--- src/rtl/jk_pkg.sv ---
// jk_pkg: shared op/state encodings and expected-q helper for the JK command sequencer
package jk_pkg;

    typedef enum logic [1:0] {
        OP_HOLD   = 2'b00,
        OP_RESET  = 2'b01,
        OP_SET    = 2'b10,
        OP_TOGGLE = 2'b11
    } op_t;

    typedef enum logic [1:0] {
        S_IDLE  = 2'b00,
        S_DRIVE = 2'b01,
        S_CHECK = 2'b10
    } state_t;

    // Value q should hold after the command's drive window, given q at pop time.
    function automatic logic exp_q_of(input op_t op, input logic q);
        return op == OP_HOLD  ? q    :
               op == OP_RESET ? 1'b0 :
               op == OP_SET   ? 1'b1 : ~q;
    endfunction

endpackage

--- src/rtl/jk_cmd_fifo.sv ---
// jk_cmd_fifo: synchronous 2-bit command FIFO with full/empty flags
module jk_cmd_fifo #(
    parameter int DEPTH = 4
) (
    input  logic       clk,
    input  logic       rst,
    input  logic       wr_en,
    input  logic [1:0] wr_data,
    input  logic       rd_en,
    output logic [1:0] rd_data,
    output logic       full,
    output logic       empty
);

    localparam int AW = $clog2(DEPTH);

    logic [1:0]    mem [DEPTH];
    logic [AW-1:0] wr_ptr;
    logic [AW-1:0] rd_ptr;
    logic [AW:0]   count;
    logic          push;
    logic          pop;

    assign push    = wr_en && !full;
    assign pop     = rd_en && !empty;
    assign full    = count == (AW+1)'(DEPTH);
    assign empty   = count == '0;
    assign rd_data = mem[rd_ptr];

    // Pointers wrap naturally since DEPTH is a power of two.
    always_ff @(posedge clk or negedge rst) begin
        if (!rst) begin
            wr_ptr <= '0;
            rd_ptr <= '0;
            count  <= '0;
        end else begin
            wr_ptr <= wr_ptr + AW'(push);
            rd_ptr <= rd_ptr + AW'(pop);
            count  <= count + (AW+1)'(push) - (AW+1)'(pop);
        end
    end

    // Storage needs no reset; empty gates every read.
    always_ff @(posedge clk) begin
        if (push) mem[wr_ptr] <= wr_data;
    end

endmodule

--- src/rtl/jk_cmd_sequencer.sv ---
// jk_cmd_sequencer: turns queued HOLD/RESET/SET/TOGGLE commands into timed j/k windows and checks q
module jk_cmd_sequencer
    import jk_pkg::*;
#(
    parameter int DEPTH    = 4,
    parameter int HOLD_CYC = 1,
    parameter int CHK_EN   = 1
) (
    input  logic       clk,
    input  logic       rst,
    input  logic       cmd_valid,
    input  logic [1:0] cmd_op,
    output logic       cmd_ready,
    output logic       j,
    output logic       k,
    input  logic       q_fb,
    input  logic       err_clr,
    output logic       busy,
    output logic       done,
    output logic       err
);

    localparam int CW = $clog2(HOLD_CYC + 1);

    state_t        state, state_n;
    logic [CW-1:0] cnt, cnt_n;
    op_t           op_r, op_n;
    logic          exp_q, exp_q_n;
    logic          j_n, k_n, err_n;
    logic          pop, full, empty, mismatch;
    logic [1:0]    fifo_dout;

    jk_cmd_fifo #(.DEPTH(DEPTH)) u_fifo (
        .clk     (clk),
        .rst     (rst),
        .wr_en   (cmd_valid),
        .wr_data (cmd_op),
        .rd_en   (pop),
        .rd_data (fifo_dout),
        .full    (full),
        .empty   (empty)
    );

    // State, hold counter, latched command, registered j/k drive and sticky err.
    always_ff @(posedge clk or negedge rst) begin
        if (!rst) begin
            state <= S_IDLE;
            cnt   <= '0;
            op_r  <= OP_HOLD;
            exp_q <= 1'b0;
            j     <= 1'b0;
            k     <= 1'b0;
            err   <= 1'b0;
        end else begin
            state <= state_n;
            cnt   <= cnt_n;
            op_r  <= op_n;
            exp_q <= exp_q_n;
            j     <= j_n;
            k     <= k_n;
            err   <= err_n;
        end
    end

    // Next state: pop from IDLE or CHECK, count out the drive window, then check.
    always_comb begin
        pop      = !empty && (state == S_IDLE || state == S_CHECK);
        op_n     = pop ? op_t'(fifo_dout) : op_r;
        exp_q_n  = pop ? exp_q_of(op_t'(fifo_dout), q_fb) : exp_q;
        cnt_n    = pop ? '0 : (state == S_DRIVE ? cnt + 1'b1 : cnt);
        state_n  = pop                                          ? S_DRIVE :
                   state == S_CHECK                             ? S_IDLE  :
                   state == S_DRIVE && cnt == CW'(HOLD_CYC - 1) ? S_CHECK : state;
        mismatch = CHK_EN != 0 && state == S_CHECK && q_fb != exp_q;
        err_n    = mismatch || (err && !err_clr);
    end

    // Outputs: j/k are pre-computed from the next state so they register in step with DRIVE.
    always_comb begin
        j_n       = state_n == S_DRIVE && op_n[1];
        k_n       = state_n == S_DRIVE && op_n[0];
        done      = state == S_CHECK;
        busy      = state != S_IDLE || !empty;
        cmd_ready = !full;
    end

endmodule

--- config.mk ---
export PLATFORM = sky130hd
export DESIGN_NAME = jk_cmd_sequencer
export DESIGN_NICKNAME = d
export VERILOG_FILES = /design/src/rtl/jk_pkg.sv /design/src/rtl/jk_cmd_fifo.sv /design/src/rtl/jk_cmd_sequencer.sv
export SDC_FILE = /design/constraint.sdc
export NUM_CORES = 1
export LEC_CHECK = 0
export ABC_CLOCK_PERIOD_IN_PS = 6200
export CAP_MARGIN = 20
export CELL_PAD_IN_SITES_DETAIL_PLACEMENT = 0
export CELL_PAD_IN_SITES_GLOBAL_PLACEMENT = 1
export CORE_MARGIN = 2
export CORE_UTILIZATION = 48
export CTS_CLUSTER_DIAMETER = 200
export CTS_CLUSTER_SIZE = 10
export DETAILED_ROUTE_END_ITERATION = 10
export PLACE_DENSITY = 0.88
export REMOVE_ABC_BUFFERS = 1
export SKIP_LAST_GASP = 1
export SLEW_MARGIN = 10
export SYNTH_ARGS = -nofsm -noshare
export SYNTH_HDL_FRONTEND = slang
export SYNTH_HIERARCHICAL = 1
export SYNTH_SLANG_ARGS = --single-unit
--- constraint.sdc ---
create_clock -name clk -period 6.2 [get_ports clk]
set_input_delay 1.24 -clock clk [delete_from_list [all_inputs] [get_ports clk]]
set_output_delay 1.24 -clock clk [all_outputs]
set_load 0.05 [all_outputs]
==> run_summary.xml <==
<?xml version="1.0" encoding="UTF-8"?>
<metrics>
  <group name="finish">
    <metric name="register_area" unit="µm²">640.6</metric>
    <metric name="finalInstanceArea" unit="µm²">1270</metric>
    <metric name="layout_commonest_cell" unit="">dfrtp_1</metric>
    <metric name="finalNetCount" unit="">100</metric>
    <metric name="drive_gt1_frac" unit="">0.1011</metric>
    <metric name="final_cells" unit="">117</metric>
    <metric name="mostFrequentLayoutCells" unit="">dfrtp_1, clkdlybuf4s50_1, edfxtp_1, nor2b_1, xor2_1</metric>
    <metric name="multi_input_comb_area" unit="µm²">436.7</metric>
    <metric name="fill_cells" unit="">185</metric>
    <metric name="area_growth" unit="%">14.95</metric>
    <metric name="num_antenna_cells" unit="">0</metric>
  </group>
  <group name="yosys">
    <metric name="flip_flop_and_latch_count_after_synthesis" unit="">24</metric>
    <metric name="yosysUniqueCellTypes" unit="">32</metric>
    <metric name="synth_top_cells_by_area" unit="">dfrtp_1, edfxtp_1, mux4_2</metric>
    <metric name="synth-main-ff-cell" unit="">dfrtp_1</metric>
    <metric name="synth.yosys.seq_area_share" unit="">0.5798</metric>
    <metric name="yosys-mux-area-fraction" unit="">0.08607</metric>
    <metric name="synth.largest_area_cell" unit="">dfrtp_1</metric>
    <metric name="postSynthAreaPerCell" unit="µm²">14.73</metric>
    <metric name="dominant_combinational_cell_family_by_area_after_synthesis" unit="">simple AND/OR/NAND/NOR gates</metric>
    <metric name="netlist.area_leader.share" unit="">0.3624</metric>
    <metric name="ys_warn_count" unit="">6</metric>
    <metric name="synth.cell_area" unit="µm²">1105</metric>
    <metric name="synth_xor_area_frac" unit="">0.05549</metric>
    <metric name="synth-edff-count" unit="">8</metric>
    <metric name="yosys.area_share.adder" unit="">0.04077</metric>
    <metric name="synth_instances" unit="">75</metric>
    <metric name="area_fraction_in_compound_gates_after_synthesis" unit="">0.06908</metric>
    <metric name="async_reset_ff_frac" unit="">0.6667</metric>
    <metric name="post_synth_simple_gate_area" unit="">0.1438</metric>
  </group>
  <group name="worst_setup_path">
    <metric name="worst_r2r_path_depth" unit="">8</metric>
    <metric name="crit_required" unit="ns">4.96</metric>
    <metric name="timing.critical_path.to_type" unit="">output port</metric>
    <metric name="critical_path.reg2reg.startpoint" unit="">u_fifo/count[1]$_DFF_PN0_</metric>
    <metric name="critical_path.max_stage_delay" unit="ns">0.70</metric>
    <metric name="criticalPathCategory" unit="">flip-flop to output port</metric>
    <metric name="critical_path.reg2reg.endpoint" unit="">u_fifo/count[2]$_DFF_PN0_</metric>
    <metric name="critical_path.cell_chain" unit="">nor3_1 -&gt; or3b_1 -&gt; clkdlybuf4s50_1</metric>
    <metric name="crit_slowest_cell" unit="">clkdlybuf4s50_1</metric>
    <metric name="arrival" unit="ns">2.60</metric>
    <metric name="r2r_setup_slack" unit="ns">3.36</metric>
    <metric name="timing.critical_path.fanout_max" unit="">10</metric>
    <metric name="critical_path.startpoint_type" unit="">flip-flop</metric>
  </group>
  <group name="power">
    <metric name="cellInternalPower" unit="mW">0.3852</metric>
    <metric name="share_seq_of_total_power" unit="">0.471</metric>
    <metric name="proportion_of_power_drawn_by_combinational_gates" unit="">0.419</metric>
    <metric name="clock_power_share" unit="">0.109</metric>
    <metric name="vdd.ir_drop.worst" unit="mV">0.2628</metric>
    <metric name="p_total" unit="mW">0.6335</metric>
    <metric name="power_per_unit_of_standard_cell_area" unit="nW/µm²">498.8</metric>
    <metric name="power.switching" unit="mW">0.2483</metric>
    <metric name="cellLeakagePower" unit="nW">0.5015</metric>
    <metric name="switching_share" unit="">0.3920</metric>
  </group>
  <group name="routing">
    <metric name="viasPerCell" unit="">5.436</metric>
    <metric name="drtPass1Iterations" unit="">4</metric>
    <metric name="detail_route.iter0.violations" unit="">1</metric>
    <metric name="routed-via-count" unit="">636</metric>
    <metric name="drc" unit="">0</metric>
    <metric name="totalWireLength" unit="mm">1.756</metric>
    <metric name="postRouteAntennaNets" unit="">0</metric>
    <metric name="routed_wire_length_per_instance" unit="µm">15.01</metric>
  </group>
  <group name="floorplanning">
    <metric name="num_rows" unit="">17</metric>
    <metric name="die_x" unit="µm">51.98</metric>
    <metric name="floorplan.initialDensity" unit="">0.5043</metric>
    <metric name="core_area" unit="µm²">2191</metric>
    <metric name="num_io_pins" unit="">13</metric>
    <metric name="floorplan.die.height" unit="µm">51.98</metric>
    <metric name="fp.dieArea" unit="µm²">2701</metric>
  </group>
  <group name="timing">
    <metric name="max_clock_freq" unit="GHz">0.2606</metric>
    <metric name="max_slew_margin" unit="">0.5035</metric>
    <metric name="setup_viol_count_final" unit="">0</metric>
    <metric name="final.setup_skew" unit="ns">0.002391</metric>
    <metric name="finalMaxSlewViolations" unit="">0</metric>
    <metric name="worst_slew_pin_slew" unit="ns">0.7391</metric>
    <metric name="setup_ws" unit="ns">2.363</metric>
    <metric name="rsz0062_at_grt" unit="">false</metric>
    <metric name="final_min_period_over_clock_period" unit="">0.6188</metric>
    <metric name="setup-tns-final" unit="ns">0</metric>
    <metric name="period_needed" unit="ns">3.837</metric>
    <metric name="timing_hold_violations_final" unit="">0</metric>
  </group>
  <group name="placed_design">
    <metric name="dp_slack" unit="ns">2.717</metric>
    <metric name="detailed_place_hpwl" unit="mm">1.336</metric>
    <metric name="place_inst" unit="">113</metric>
    <metric name="post_dp_cell_area" unit="µm²">1244</metric>
    <metric name="gp_congestion" unit="">0.7184</metric>
    <metric name="port-buffer-count" unit="">12</metric>
  </group>
  <group name="min_path">
    <metric name="hold_path.startpoint" unit="">err$_DFF_PN0_</metric>
    <metric name="worst_hold_path.num_cells" unit="">1</metric>
    <metric name="hp-class" unit="">flip-flop to flip-flop</metric>
    <metric name="holdPathEnd" unit="">err$_DFF_PN0_</metric>
  </group>
  <group name="clock_tree">
    <metric name="tritoncts" unit="">yes</metric>
    <metric name="hold_buffers" unit="">0</metric>
    <metric name="clkLatencyLatePin" unit="ns">0.31</metric>
    <metric name="sinks_on_clock_net" unit="">24</metric>
    <metric name="cts_htree_levels" unit="">1</metric>
    <metric name="clk_path_buf_depth" unit="">2</metric>
    <metric name="cts.clk_slew.worst_paths" unit="ns">0.12</metric>
    <metric name="tritoncts.num_buffers" unit="">3</metric>
    <metric name="post_cts_resized" unit="">0</metric>
    <metric name="cts.repair_timing.setup_buffer_count" unit="">0</metric>
    <metric name="clockRootBuffer" unit="">clkbuf_4</metric>
  </group>
  <group name="global_route">
    <metric name="grt_max_degree" unit="">17</metric>
    <metric name="globalRoute.totalOverflow" unit="">0</metric>
    <metric name="first_global_vias" unit="">647</metric>
    <metric name="grt_usage" unit="">0.1543</metric>
    <metric name="wire_length_of_the_first_global_routing_pass" unit="mm">2.911</metric>
    <metric name="grt_antenna_before_repair" unit="">0</metric>
  </group>
  <group name="status">
    <metric name="run_status" unit="">finished, final reports clean</metric>
  </group>
  <group name="run">
    <metric name="maxCapViolations" unit="">0</metric>
  </group>
</metrics>
==> power by group through the flow <==
stage	registers (mW)	logic, mW	clock network [mW]
floorplan	0.315	0.180	0
global placement	0.297	0.263	0
detailed placement	0.303	0.269	0
CTS	0.300	0.270	0.0732
global route	0.310	0.290	0.0779
finish	0.299	0.266	0.0692
==> worst max-delay path, delay by kind of cell, from the launching register on <==
family	cells	cell delay [ns]
buffers and inverters	1	0.70
flip-flops	1	0.52
AND/OR/NAND/NOR	2	1.06
==> how the worst max path moves through the flow <==
stage                              startpoint    to  slack (ns)
detailed placement  u_fifo/count[1]$_DFF_PN0_  busy        2.72
CTS                 u_fifo/count[1]$_DFF_PN0_  busy        2.35
global placement    u_fifo/count[1]$_DFF_PN0_  busy        2.79
floorplan           u_fifo/count[1]$_DFF_PN0_  busy        3.37
global route        u_fifo/count[1]$_DFF_PN0_  busy        2.26
finish              u_fifo/count[1]$_DFF_PN0_  busy        2.36
==> Yosys cell counts (all sizes together) (2+ instances only) <==
master	n
ha	2
nor4	2
nor2	3
nor4b	2
mux2i	2
dfrtp	16
nand2b	3
xor2	4
buf	2
edfxtp	8
nor4bb	2
mux2	2
inv	3
xnor2	3
nor2b	4
mux4	2
a32o	2
==> cells by family (layout without fill, tap and decap cells) <==
| kind of cell | after synthesis | in the layout |
|---|---|---|
| AO/OA/AOI/OAI | 9 | 9 |
| XOR/XNOR | 7 | 7 |
| adder cells (fa/ha/maj) | 3 | 3 |
| buffers and inverters | 5 | 19 |
| flip-flops | 24 | 24 |
| multiplexers | 6 | 6 |
| AND/OR/NAND/NOR | 21 | 21 |
==> metrics by stage <==
stage / util / hold slack [ns]
floorplan: - / 0.4818
global placement: 0.5677 / 0.4884
detailed placement: 0.5677 / 0.4943
CTS: 0.5797 / 0.5231
global route: 0.5797 / 0.5320
finish: 0.5797 / 0.5198
==> routing by layer <==
layer  part of all wire  vias to the layer above  GRT usage
met3              0.035                        3    0.02586
met4              0.019                        0    0.09649
met5                  0                        -          0
met2               0.51                       14     0.2574
met1               0.43                      311     0.1837
li1                   -                      308          -
==> cell type report <==
class | instances | area share
clock buffers | 4 | 0.02069
inverters | 3 | 0.008867
multi-input cells | 46 | 0.3438
flip-flops and latches | 24 | 0.5044
well taps | 28 | 0.02759
repair buffers | 12 | 0.09458
==> state kept, by name, indices dropped and copies added (netlist names) <==
name and count:
u_fifo/rd_ptr 2, u_fifo/count 3, u_fifo/mem 8, state 2
u_fifo/wr_ptr 2, op_r 2, cnt 1, err 1
exp_q 1, j 1, k 1
Power figures use the tool's default switching activity.
